`config.mk`:
```
export PLATFORM = sky130hd
export DESIGN_NAME = loba2_seq_mult_flat
export DESIGN_NICKNAME = d
export VERILOG_FILES = /design/src/rtl/loba2_seq_mult_if.sv /design/src/rtl/loba2_seq_mult.sv /design/src/flat_wrapper.sv
export SDC_FILE = /design/constraint.sdc
export NUM_CORES = 1
export LEC_CHECK = 0
export CAP_MARGIN = 5
export CORE_MARGIN = 1.5
export CORE_UTILIZATION = 56
export CTS_CLUSTER_SIZE = 25
export DETAILED_ROUTE_END_ITERATION = 16
export PLACE_DENSITY = 0.76
export SYNTH_ARGS = -nofsm -noshare
export SYNTH_HDL_FRONTEND = slang
export SYNTH_SLANG_ARGS = --single-unit
```
`constraint.sdc`:
```
create_clock -name clk_i -period 8.01 [get_ports clk_i]
set_input_delay 1.2015 -clock clk_i [delete_from_list [all_inputs] [get_ports clk_i]]
set_output_delay 1.2015 -clock clk_i [all_outputs]
set_load 0.1 [all_outputs]
```
`src/rtl/loba2_seq_mult_if.sv`:
```
// ----------------------------------------------------------------------------
// loba2_seq_mult_if
//   Handshake bundle for the sequential LOBA2 multiplier.
//   a, b       : 16-bit unsigned operands, sampled on the input handshake
//   in_valid   : operands valid                (master -> slave)
//   in_ready   : multiplier can take operands  (slave  -> master)
//   p          : 32-bit approximate product    (slave  -> master)
//   out_valid  : p valid                       (slave  -> master)
//   out_ready  : consumer takes p              (master -> slave)
//   busy       : multiplier not idle           (slave  -> master)
// ----------------------------------------------------------------------------
interface loba2_seq_mult_if;
    logic [15:0] a;
    logic [15:0] b;
    logic        in_valid;
    logic        in_ready;
    logic [31:0] p;
    logic        out_valid;
    logic        out_ready;
    logic        busy;

    modport master (
        output a, b, in_valid, out_ready,
        input  in_ready, p, out_valid, busy
    );

    modport slave (
        input  a, b, in_valid, out_ready,
        output in_ready, p, out_valid, busy
    );
endinterface

```
`src/rtl/loba2_seq_mult.sv`:
```
// ----------------------------------------------------------------------------
// loba2_seq_mult
//   Sequential LOBA2 approximate multiplier, 16-bit unsigned operands split
//   into 4-bit leading segments. One 4x4 multiplier and one accumulator adder
//   are shared across the HH, HL and LH terms; the FSM picks the term.
//   Result is bit-identical to the combinational LOBA2 16/4 multiplier.
//
// Ports
//   clk_i : clock, rising edge
//   rst_i : synchronous active-high reset
//   bus   : loba2_seq_mult_if.slave (operand / result handshakes, busy)
// ----------------------------------------------------------------------------
module loba2_seq_mult (
    input  logic              clk_i,
    input  logic              rst_i,
    loba2_seq_mult_if.slave   bus
);

    localparam logic [2:0] ST_IDLE  = 3'd0;
    localparam logic [2:0] ST_SPLIT = 3'd1;
    localparam logic [2:0] ST_HH    = 3'd2;
    localparam logic [2:0] ST_HL    = 3'd3;
    localparam logic [2:0] ST_LH    = 3'd4;
    localparam logic [2:0] ST_DONE  = 3'd5;

    logic [2:0]       state_q, state_d;
    logic [15:0]      a_q, b_q;
    logic [31:0]      acc_q, acc_d;

    // Index 0 holds operand A, index 1 holds operand B.
    logic [1:0][15:0] op;
    logic [1:0][3:0]  xh_q, xl_q, kh_q, kl_q;
    logic [1:0][3:0]  xh_d, xl_d, kh_d, kl_d;

    logic [3:0]       mul_x, mul_y, k_x, k_y;
    logic [7:0]       prod;
    logic [4:0]       shamt;
    logic [31:0]      term;
    logic [31:0]      acc_sum;
    logic             accept;

    assign op = {b_q, a_q};

    // Highest set bit; 0 for a zero input (the clamp to 3 hides that case).
    function automatic logic [3:0] msb_idx(input logic [15:0] x);
        msb_idx = 4'd0;
        for (int i = 0; i < 16; i++) begin
            if (x[i]) msb_idx = 4'(i);
        end
    endfunction

    // Leading-one segmentation of both operands, evaluated from the
    // registered operands while the FSM sits in SPLIT.
    genvar gi;
    generate
        for (gi = 0; gi < 2; gi++) begin : g_split
            logic [3:0]  msb_x, sh_x, msb_r, sh_r;
            logic [15:0] rem;

            assign msb_x    = msb_idx(op[gi]);
            assign kh_d[gi] = (msb_x < 4'd3) ? 4'd3 : msb_x;
            assign sh_x     = kh_d[gi] - 4'd3;
            assign xh_d[gi] = 4'(op[gi] >> sh_x);
            // Remainder below the high segment.
            assign rem      = op[gi] - ({12'd0, xh_d[gi]} << sh_x);
            assign msb_r    = msb_idx(rem);
            assign kl_d[gi] = (msb_r < 4'd3) ? 4'd3 : msb_r;
            assign sh_r     = kl_d[gi] - 4'd3;
            assign xl_d[gi] = (rem == 16'd0) ? 4'd0 : 4'(rem >> sh_r);
        end
    endgenerate

    // Shared multiplier operand select: HH by default, HL swaps in B's low
    // segment, LH swaps in A's low segment.
    always_comb begin
        mul_x = xh_q[0];
        mul_y = xh_q[1];
        k_x   = kh_q[0];
        k_y   = kh_q[1];
        case (state_q)
            ST_HL: begin
                mul_y = xl_q[1];
                k_y   = kl_q[1];
            end
            ST_LH: begin
                mul_x = xl_q[0];
                k_x   = kl_q[0];
            end
            default: ;
        endcase
    end

    assign prod    = {4'd0, mul_x} * {4'd0, mul_y};
    // Each k is at least 3, so the shift never goes negative (max 24).
    assign shamt   = {1'b0, k_x} + {1'b0, k_y} - 5'd6;
    assign term    = {24'd0, prod} << shamt;
    assign acc_sum = acc_q + term;

    assign accept  = bus.in_valid && (state_q == ST_IDLE);

    always_comb begin
        state_d = state_q;
        acc_d   = acc_q;
        case (state_q)
            ST_IDLE: begin
                if (accept) begin
                    state_d = ST_SPLIT;
                    acc_d   = 32'd0;
                end
            end
            ST_SPLIT: begin
                // A zero operand skips the multiply phases; acc is already 0.
                if (a_q == 16'd0 || b_q == 16'd0) state_d = ST_DONE;
                else                              state_d = ST_HH;
            end
            ST_HH: begin
                acc_d   = acc_sum;
                state_d = ST_HL;
            end
            ST_HL: begin
                acc_d   = acc_sum;
                state_d = ST_LH;
            end
            ST_LH: begin
                acc_d   = acc_sum;
                state_d = ST_DONE;
            end
            ST_DONE: begin
                if (bus.out_ready) state_d = ST_IDLE;
            end
            default: state_d = ST_IDLE;
        endcase
    end

    always_ff @(posedge clk_i) begin
        if (rst_i) begin
            state_q <= ST_IDLE;
            acc_q   <= 32'd0;
            a_q     <= 16'd0;
            b_q     <= 16'd0;
            xh_q    <= '0;
            xl_q    <= '0;
            kh_q    <= '0;
            kl_q    <= '0;
        end else begin
            state_q <= state_d;
            acc_q   <= acc_d;
            if (accept) begin
                a_q <= bus.a;
                b_q <= bus.b;
            end
            if (state_q == ST_SPLIT) begin
                xh_q <= xh_d;
                xl_q <= xl_d;
                kh_q <= kh_d;
                kl_q <= kl_d;
            end
        end
    end

    assign bus.in_ready  = (state_q == ST_IDLE);
    assign bus.busy      = (state_q != ST_IDLE);
    assign bus.out_valid = (state_q == ST_DONE);
    assign bus.p         = acc_q;

endmodule

```
`src/flat_wrapper.sv`:
```
// flat-port wrapper written by rule: the top's interface ports become plain ports
module loba2_seq_mult_flat 
  (clk_i, rst_i, bus_a, bus_b, bus_in_valid, bus_out_ready, bus_in_ready, bus_p, bus_out_valid, bus_busy);
  loba2_seq_mult_if bus_i ();
  input  logic clk_i;
  input  logic rst_i;
  input wire logic [$bits(bus_i.a)-1:0] bus_a;
  input wire logic [$bits(bus_i.b)-1:0] bus_b;
  input wire logic [$bits(bus_i.in_valid)-1:0] bus_in_valid;
  input wire logic [$bits(bus_i.out_ready)-1:0] bus_out_ready;
  output wire logic [$bits(bus_i.in_ready)-1:0] bus_in_ready;
  output wire logic [$bits(bus_i.p)-1:0] bus_p;
  output wire logic [$bits(bus_i.out_valid)-1:0] bus_out_valid;
  output wire logic [$bits(bus_i.busy)-1:0] bus_busy;
  assign bus_i.a = bus_a;
  assign bus_i.b = bus_b;
  assign bus_i.in_valid = bus_in_valid;
  assign bus_i.out_ready = bus_out_ready;
  assign bus_in_ready = bus_i.in_ready;
  assign bus_p = bus_i.p;
  assign bus_out_valid = bus_i.out_valid;
  assign bus_busy = bus_i.busy;
  loba2_seq_mult u_core (.clk_i(clk_i), .rst_i(rst_i), .bus(bus_i));
endmodule
```
==> results.cfg, run 1 <==
[grt]
number_of_global_route_vias_before_repair = 11206
gr-total-overflow = 0
use_met1 = 0.4369
grt_pass1_wl_microns = 54570
grtUsageMet2 = 0.5331
antenna_violations_before_repair = 0
grt_max_degree = 64
track_usage = 0.3228
busiest_layer = met2
global_route.usage.met3 = 0.03245

[clock_network]
cts.path.max_buffers = 2
cts_tree = done
worstSkewPairLatency_ps = 360
hold_buffers = 0
cts_made_buffers = 9
clk_sink_count = 99
cts.root.buffer_cell = clkbuf_16
clk_pin_slew_ps = 80
h-tree-depth = 3

[detailed_routing]
avgRoutedWirePerCell_microns = 17.75
detailroute.via_count = 12156
first_iter_violations = 1118
postRouteWirelength_microns = 34160
route.antenna.remaining_nets = 0
drt_drc_violations_left = 0
route.detailed.vias_per_inst = 6.315
drt-pass1-iter-count = 7

[synth]
synth-simple-area-share = 0.2452
yosysUniqueCellTypes = 91
synth_fa_ha_area_frac = 0.1081
main_combinational_cell_family_by_area_after_synthesis = compound AO/OA/AOI/OAI gates
number_of_enable_flip_flop_cells_after_synthesis = 0
synth_compound_area_frac = 0.2785
synth.top_cells.by_area = dfxtp_1, ha_1, a21oi_1, nand2_1, nor2_1
ys_seq_elements = 99
cell_taking_the_most_area_after_synthesis = dfxtp_1
synth-warning-count = 0
mappedNetlistArea_sq_um = 11200
parity_gate_share_of_the_synthesized_area_counting_xor_and_xnor_cells = 0.05449
postSynthNetCount = 1648
yosys-mux-area-fraction = 0.08733
fraction_of_post_synthesis_cell_area_in_the_top_cell_type_by_area = 0.1769
top_flip_flop_cell_by_instance_count_after_synthesis = dfxtp_1
synth-async-reset-ratio = 0
synthesis.instances = 1520
ys_seq_area_frac = 0.1769
mean_area_per_synthesized_cell_sq_um = 7.371

[worst_setup_path]
critical_path.max_fanout = 6
max_stage_delay_cell_worst_path = or4_4
regToRegStartpoint = u_core.a_q[9]
regToRegSetupSlack_ps = 60
combined_buffer_and_inverter_count_along_the_critical_path = 2
cpLargestDelayFamily = compound AO/OA/AOI/OAI gates
timing.critical_path.to_type = register
crit_required_ps = 8290
cp_num_cells = 33
critPathCapture = u_core.xl_q[3]
critical_path.startpoint_type = register
crit-reg2reg-capture = u_core.xl_q[3]
critPathLaunch = u_core.a_q[9]
worstSetupPathType = reg -> reg
reg2regPathDepth = 33
critical_path.max_stage_delay_ps = 520
worst-endpoint-arrival_ps = 8230

[sta]
setup_tns_ps = 0
worst_clock_skew_ps = 10.31
worst-slew-pin-transition_ps = 973.8
number_of_hold_violations_in_the_final_report = 0
rsz0062_at_grt = yes
fmax_mhz = 125.8
final_period_minus_worst_setup_slack_ps = 7947
maxSlewHeadroom = 0.3439
final_setup_violating_endpoints = 0
finalCritPeriodShare = 0.9922
timing_max_transition_violations_final = 0

[layout]
area_growth_pct = 22.38
num_antenna_cells = 0
final_cell_mix = nand2_1, nor2_1, a21oi_1
layout-drive-gt1-share = 0.1735
layout.cells.most_common = nand2_1
nNetsFinal = 1783
final-instance-count-excl-fill = 1925

[placement]
detailed_place_hpwl_microns = 25760
dp.cells = 1885
place.gp.congestion = 0.9703
buffer_ports.inserted = 70

[floorplan]
rows = 51
floorplan.initialDensity = 0.5738
die_w_microns = 144.5
design.core.area_sq_um = 19530
die_area_sq_um = 20870
pin_count = 71
chipHeight_microns = 144.5

[min_path]
hp-class = reg -> reg
worst_hold_path.num_cells = 2

[outcome]
status = finished clean

[flow_run]
max-cap-violations = 0
## worst register-to-register path: cells and delay by family (launching register included)
kind                     cells  cell delay, ps
AO/OA/AOI/OAI               13            2960
AND/OR/NAND/NOR              9            2020
multiplexers                 5            1200
adder cells (fa/ha/maj)      3             630
flip-flops                   1             480
XOR/XNOR                     1             290
buffers and inverters        2             260
## repair_timing
item | CTS | global route
pin swaps | 1 | 37
resized for setup | 4 | 99
setup buffers | 2 | 22
setup endpoints to repair | 4 | 11
## worst min path at each step
| stage | from | endpoint | slack, ps |
|---|---|---|---|
| floorplan | u_core.kh_q[4] | u_core.kh_q[4] | 430 |
| global placement | u_core.kh_q[4] | u_core.kh_q[4] | 440 |
| detailed placement | u_core.xh_q[0] | u_core.xh_q[0] | 450 |
| CTS | u_core.xh_q[0] | u_core.xh_q[0] | 470 |
| global route | u_core.kl_q[7] | u_core.kl_q[7] | 490 |
| finish | u_core.xh_q[6] | u_core.xh_q[6] | 460 |
## logic make-up (layout without fill, tap and decap cells)
group,Yosys count,in the layout
compound gates,456,456
flops,99,99
mux,83,83
simple gates,579,579
xor+xnor,68,68
buf+inv,143,283
fa+ha+maj,92,92
## state kept, by name, summed over array words and instances, names as in the netlist
name and flops:
u_core.b_q 16, u_core.bus.p 32, u_core.kl_q 8, u_core.a_q 16, u_core.xl_q 8, u_core.kh_q 8
u_core.xh_q 8, u_core.state_q 3
## metrics by stage
step	cell area, sq um	util	hold slack, ps	setup WS, ps
finish	13710	0.7022	462.2	62.63
global route	13710	0.7022	493.5	-210.9
floorplan	11290	-	432.9	-7.057
CTS	13130	0.6726	465.3	1.643
detailed placement	12810	0.6558	454.5	-225.1
global placement	12810	0.6558	444.7	119.6
## synthesized netlist by cell type, types with 15 or more instances
master,count
dfxtp_1,99
ha_1,84
nor4_1,24
clkbuf_1,64
nand2b_1,19
nor3_1,48
nand3_1,34
a22oi_1,23
a21oi_1,138
mux2i_1,57
o21ai_0,64
a21o_1,22
mux2_2,15
o21a_1,15
xnor2_1,45
a211oi_1,18
xor2_1,21
nor2b_1,18
nor2_1,165
inv_1,63
nand2_1,181
## per-layer routing
layer  share of wire  vias to the layer above  wire (microns)
met2            0.47                      466           15960
li1                -                     5898               -
met5               0                        -               0
met1            0.44                     5708           15080
met4           0.029                        0             989
met3           0.062                       84            2134
## final cells by class
type	instances	area, sq um
multi-input combinational	1278	9126
fill	1658	5814
clock buffer	9	225.2
timing repair buffer	203	1724
tap	265	331.6
inverter	64	245.2
sequential	99	1993
clock inverter	7	66.31
Power of run 1 is not shown: default switching activity piles up to over one toggle a cycle in this logic, so the estimate is an artifact.
==> inputs of run 2 (changes only) <==
Settings changed: ABC_CLOCK_PERIOD_IN_PS set to 8010.
==> results of run 2 <==
The final DEF is identical to that of run 1; final timing and power are the same.
Power of run 2 is left out for the same reason.
==> inputs of run 3 (changes only) <==
Settings changed: ABC_AREA set to 1, PLACE_DENSITY 0.76 to unset, PLACE_DENSITY_LB_ADDON set to 0.25.
==> results.cfg, run 3 <==
[outcome]
status = finished clean

[worst_setup_path]
worst-endpoint-arrival_ps = 7620
cpMostUsedCell = nand2_1
crit-reg2reg-capture = u_core.xl_q[4]
reg2regPathDepth = 47
regToRegSetupSlack_ps = 600
timing.critical_path.to_type = register
crit_required_ps = 8220
critPathLaunch = u_core.b_q[1]
regToRegStartpoint = u_core.b_q[1]
critical_path.startpoint_type = register
max_stage_delay_cell_worst_path = o21ai_0
worstSetupPathType = reg -> reg
critical_path.max_stage_delay_ps = 420
critical_path.max_fanout = 21

[clock_network]
hold_buffers = 0
cts.path.max_buffers = 2
h-tree-depth = 3
cts_tree = done
clk_pin_slew_ps = 70
worstSkewPairLatency_ps = 360
clk_sink_count = 99
cts.root.buffer_cell = clkbuf_16
cts_made_buffers = 9

[layout]
final-instance-count-excl-fill = 2097
nNetsFinal = 1960
largest_register_ffs = 32
layout.cells.most_common = nand2_1
layout-drive-gt1-share = 0.05661
num_antenna_cells = 0
final_cell_mix = nand2_1, nand3_1, a21oi_1
area_growth_pct = 11.47
fillers = 1795

[floorplan]
rows = 50
die_area_sq_um = 20110
floorplan.initialDensity = 0.5730
die_w_microns = 141.8
design.core.area_sq_um = 18830
pin_count = 71
chipHeight_microns = 141.8

[grt]
grt_max_degree = 64
antenna_violations_before_repair = 0
grt_pass1_wl_microns = 49400
track_usage = 0.2939
number_of_global_route_vias_before_repair = 10625
gr-total-overflow = 0

[synth]
synth-async-reset-ratio = 0
fraction_of_post_synthesis_cell_area_in_the_top_cell_type_by_area = 0.1837
yosysUniqueCellTypes = 56
most_frequent_cell_after_synthesis = nand2_1
top_flip_flop_cell_by_instance_count_after_synthesis = dfxtp_1
synth.top_cells.by_area = dfxtp_1, nand2_1, nand3_1, ha_1, a21oi_1
ys_seq_elements = 99
synth-warning-count = 0
postSynthNetCount = 1926
mappedNetlistArea_sq_um = 10790
ys_seq_area_frac = 0.1837
number_of_enable_flip_flop_cells_after_synthesis = 0
mean_area_per_synthesized_cell_sq_um = 6.001
cell_taking_the_most_area_after_synthesis = dfxtp_1
ys_top_cells_by_count = nand2_1, nand3_1, a21oi_1, inv_1, o21ai_0
synthesis.instances = 1798

[detailed_routing]
drt_drc_violations_left = 0
route.antenna.remaining_nets = 0
route.detailed.vias_per_inst = 5.726
detailroute.via_count = 12008
first_iter_violations = 1001
avgRoutedWirePerCell_microns = 14.09
postRouteWirelength_microns = 29550
drt-pass1-iter-count = 7

[sta]
final_period_minus_worst_setup_slack_ps = 7407
number_of_hold_violations_in_the_final_report = 0
maxSlewHeadroom = 0.3384
worst_clock_skew_ps = 15.76
fmax_mhz = 135.0
finalCritPeriodShare = 0.9247
worst-slew-pin-transition_ps = 989.4
timing_max_transition_violations_final = 0
final_setup_violating_endpoints = 0

[flow_run]
max-cap-violations = 0

[placement]
dp.cells = 2078
detailed_place_hpwl_microns = 23040
place.gp.congestion = 0.9740
buffer_ports.inserted = 70

[min_path]
worst_hold_path.num_cells = 2
hold-path-endpoint = u_core.xl_q[6]
hp-start = u_core.xl_q[6]
hp-class = reg -> reg
[run 3: cell types whose count changed in the layout (fill, tap and decap cells not counted), moves of 45 or more]
cell	delta
nand2_1	+235
nand3_1	+225
inv_1	+130
buf_4	-102
o21ai_0	+89
a21oi_1	+62
mux2i_1	-45
[run 3: logic make-up after synthesis]
logic type | count (synthesis) | synth area share
compound gates | 422 | 0.2128
buf+inv | 277 | 0.1052
mux | 5 | 0.004638
simple gates | 865 | 0.3486
xor+xnor | 38 | 0.03293
fa+ha+maj | 92 | 0.1122
flops | 99 | 0.1837
[run 3: worst max path at each step]
stage / end / slack, ps / cells past startpoint
floorplan: u_core.xl_q[0] / 1320 / 50
global placement: u_core.xl_q[5] / 450 / 49
detailed placement: u_core.xl_q[4] / 320 / 46
CTS: u_core.xl_q[4] / 260 / 46
global route: u_core.xl_q[4] / -30 / 50
finish: u_core.xl_q[4] / 600 / 47
[run 3: cell type report]
type	instances	area, sq um	area share
Inverter	207	795.8	0.06616
Clock inverter	6	90.09	0.007490
Timing Repair Buffer	93	868.3	0.07219
Clock buffer	10	229.0	0.01904
Sequential cell	99	1982	0.1648
Tap cell	260	325.3	0.02705
Multi-Input combinational cell	1422	7737	0.6433
[run 3: routing by layer]
metal  vias to the layer above  global-route usage  share of wire
li1                       6090                   -              -
met1                      5368              0.3947           0.44
met2                       481              0.4883           0.46
met3                        69             0.04016          0.067
met4                         0             0.09224          0.026
met5                         -                   0              0
[run 3: what timing repair did]
item | in CTS | in global routing
setup endpoints to repair | 0 | 14
resized for setup | 0 | 18
setup buffers | 0 | 3
[run 3: per-stage QoR]
| step | utilization | TNS, ps | setup WS (ps) | hold WS, ps | instance area [sq um] |
|---|---|---|---|---|---|
| after global placement | 0.6169 | 0 | 454.0 | 455.3 | 11620 |
| after global routing | 0.6387 | -30.11 | -30.11 | 498.2 | 12030 |
| after CTS | 0.6338 | 0 | 256.3 | 468.2 | 11940 |
| after detailed placement | 0.6169 | 0 | 318.5 | 458.6 | 11620 |
| final | 0.6387 | 0 | 603.2 | 471.0 | 12030 |
| after floorplan | - | 0 | 1320 | 442.2 | 10790 |
[run 3: critical path: cells and delay by family, from the launching register on]
family / cells / cell delay (ps)
simple gates: 23 / 2390
compound gates: 12 / 1900
fa+ha+maj: 3 / 1110
buf+inv: 8 / 1080
flops: 1 / 400
xor+xnor: 1 / 380
Power of run 3 is left out for the same reason.
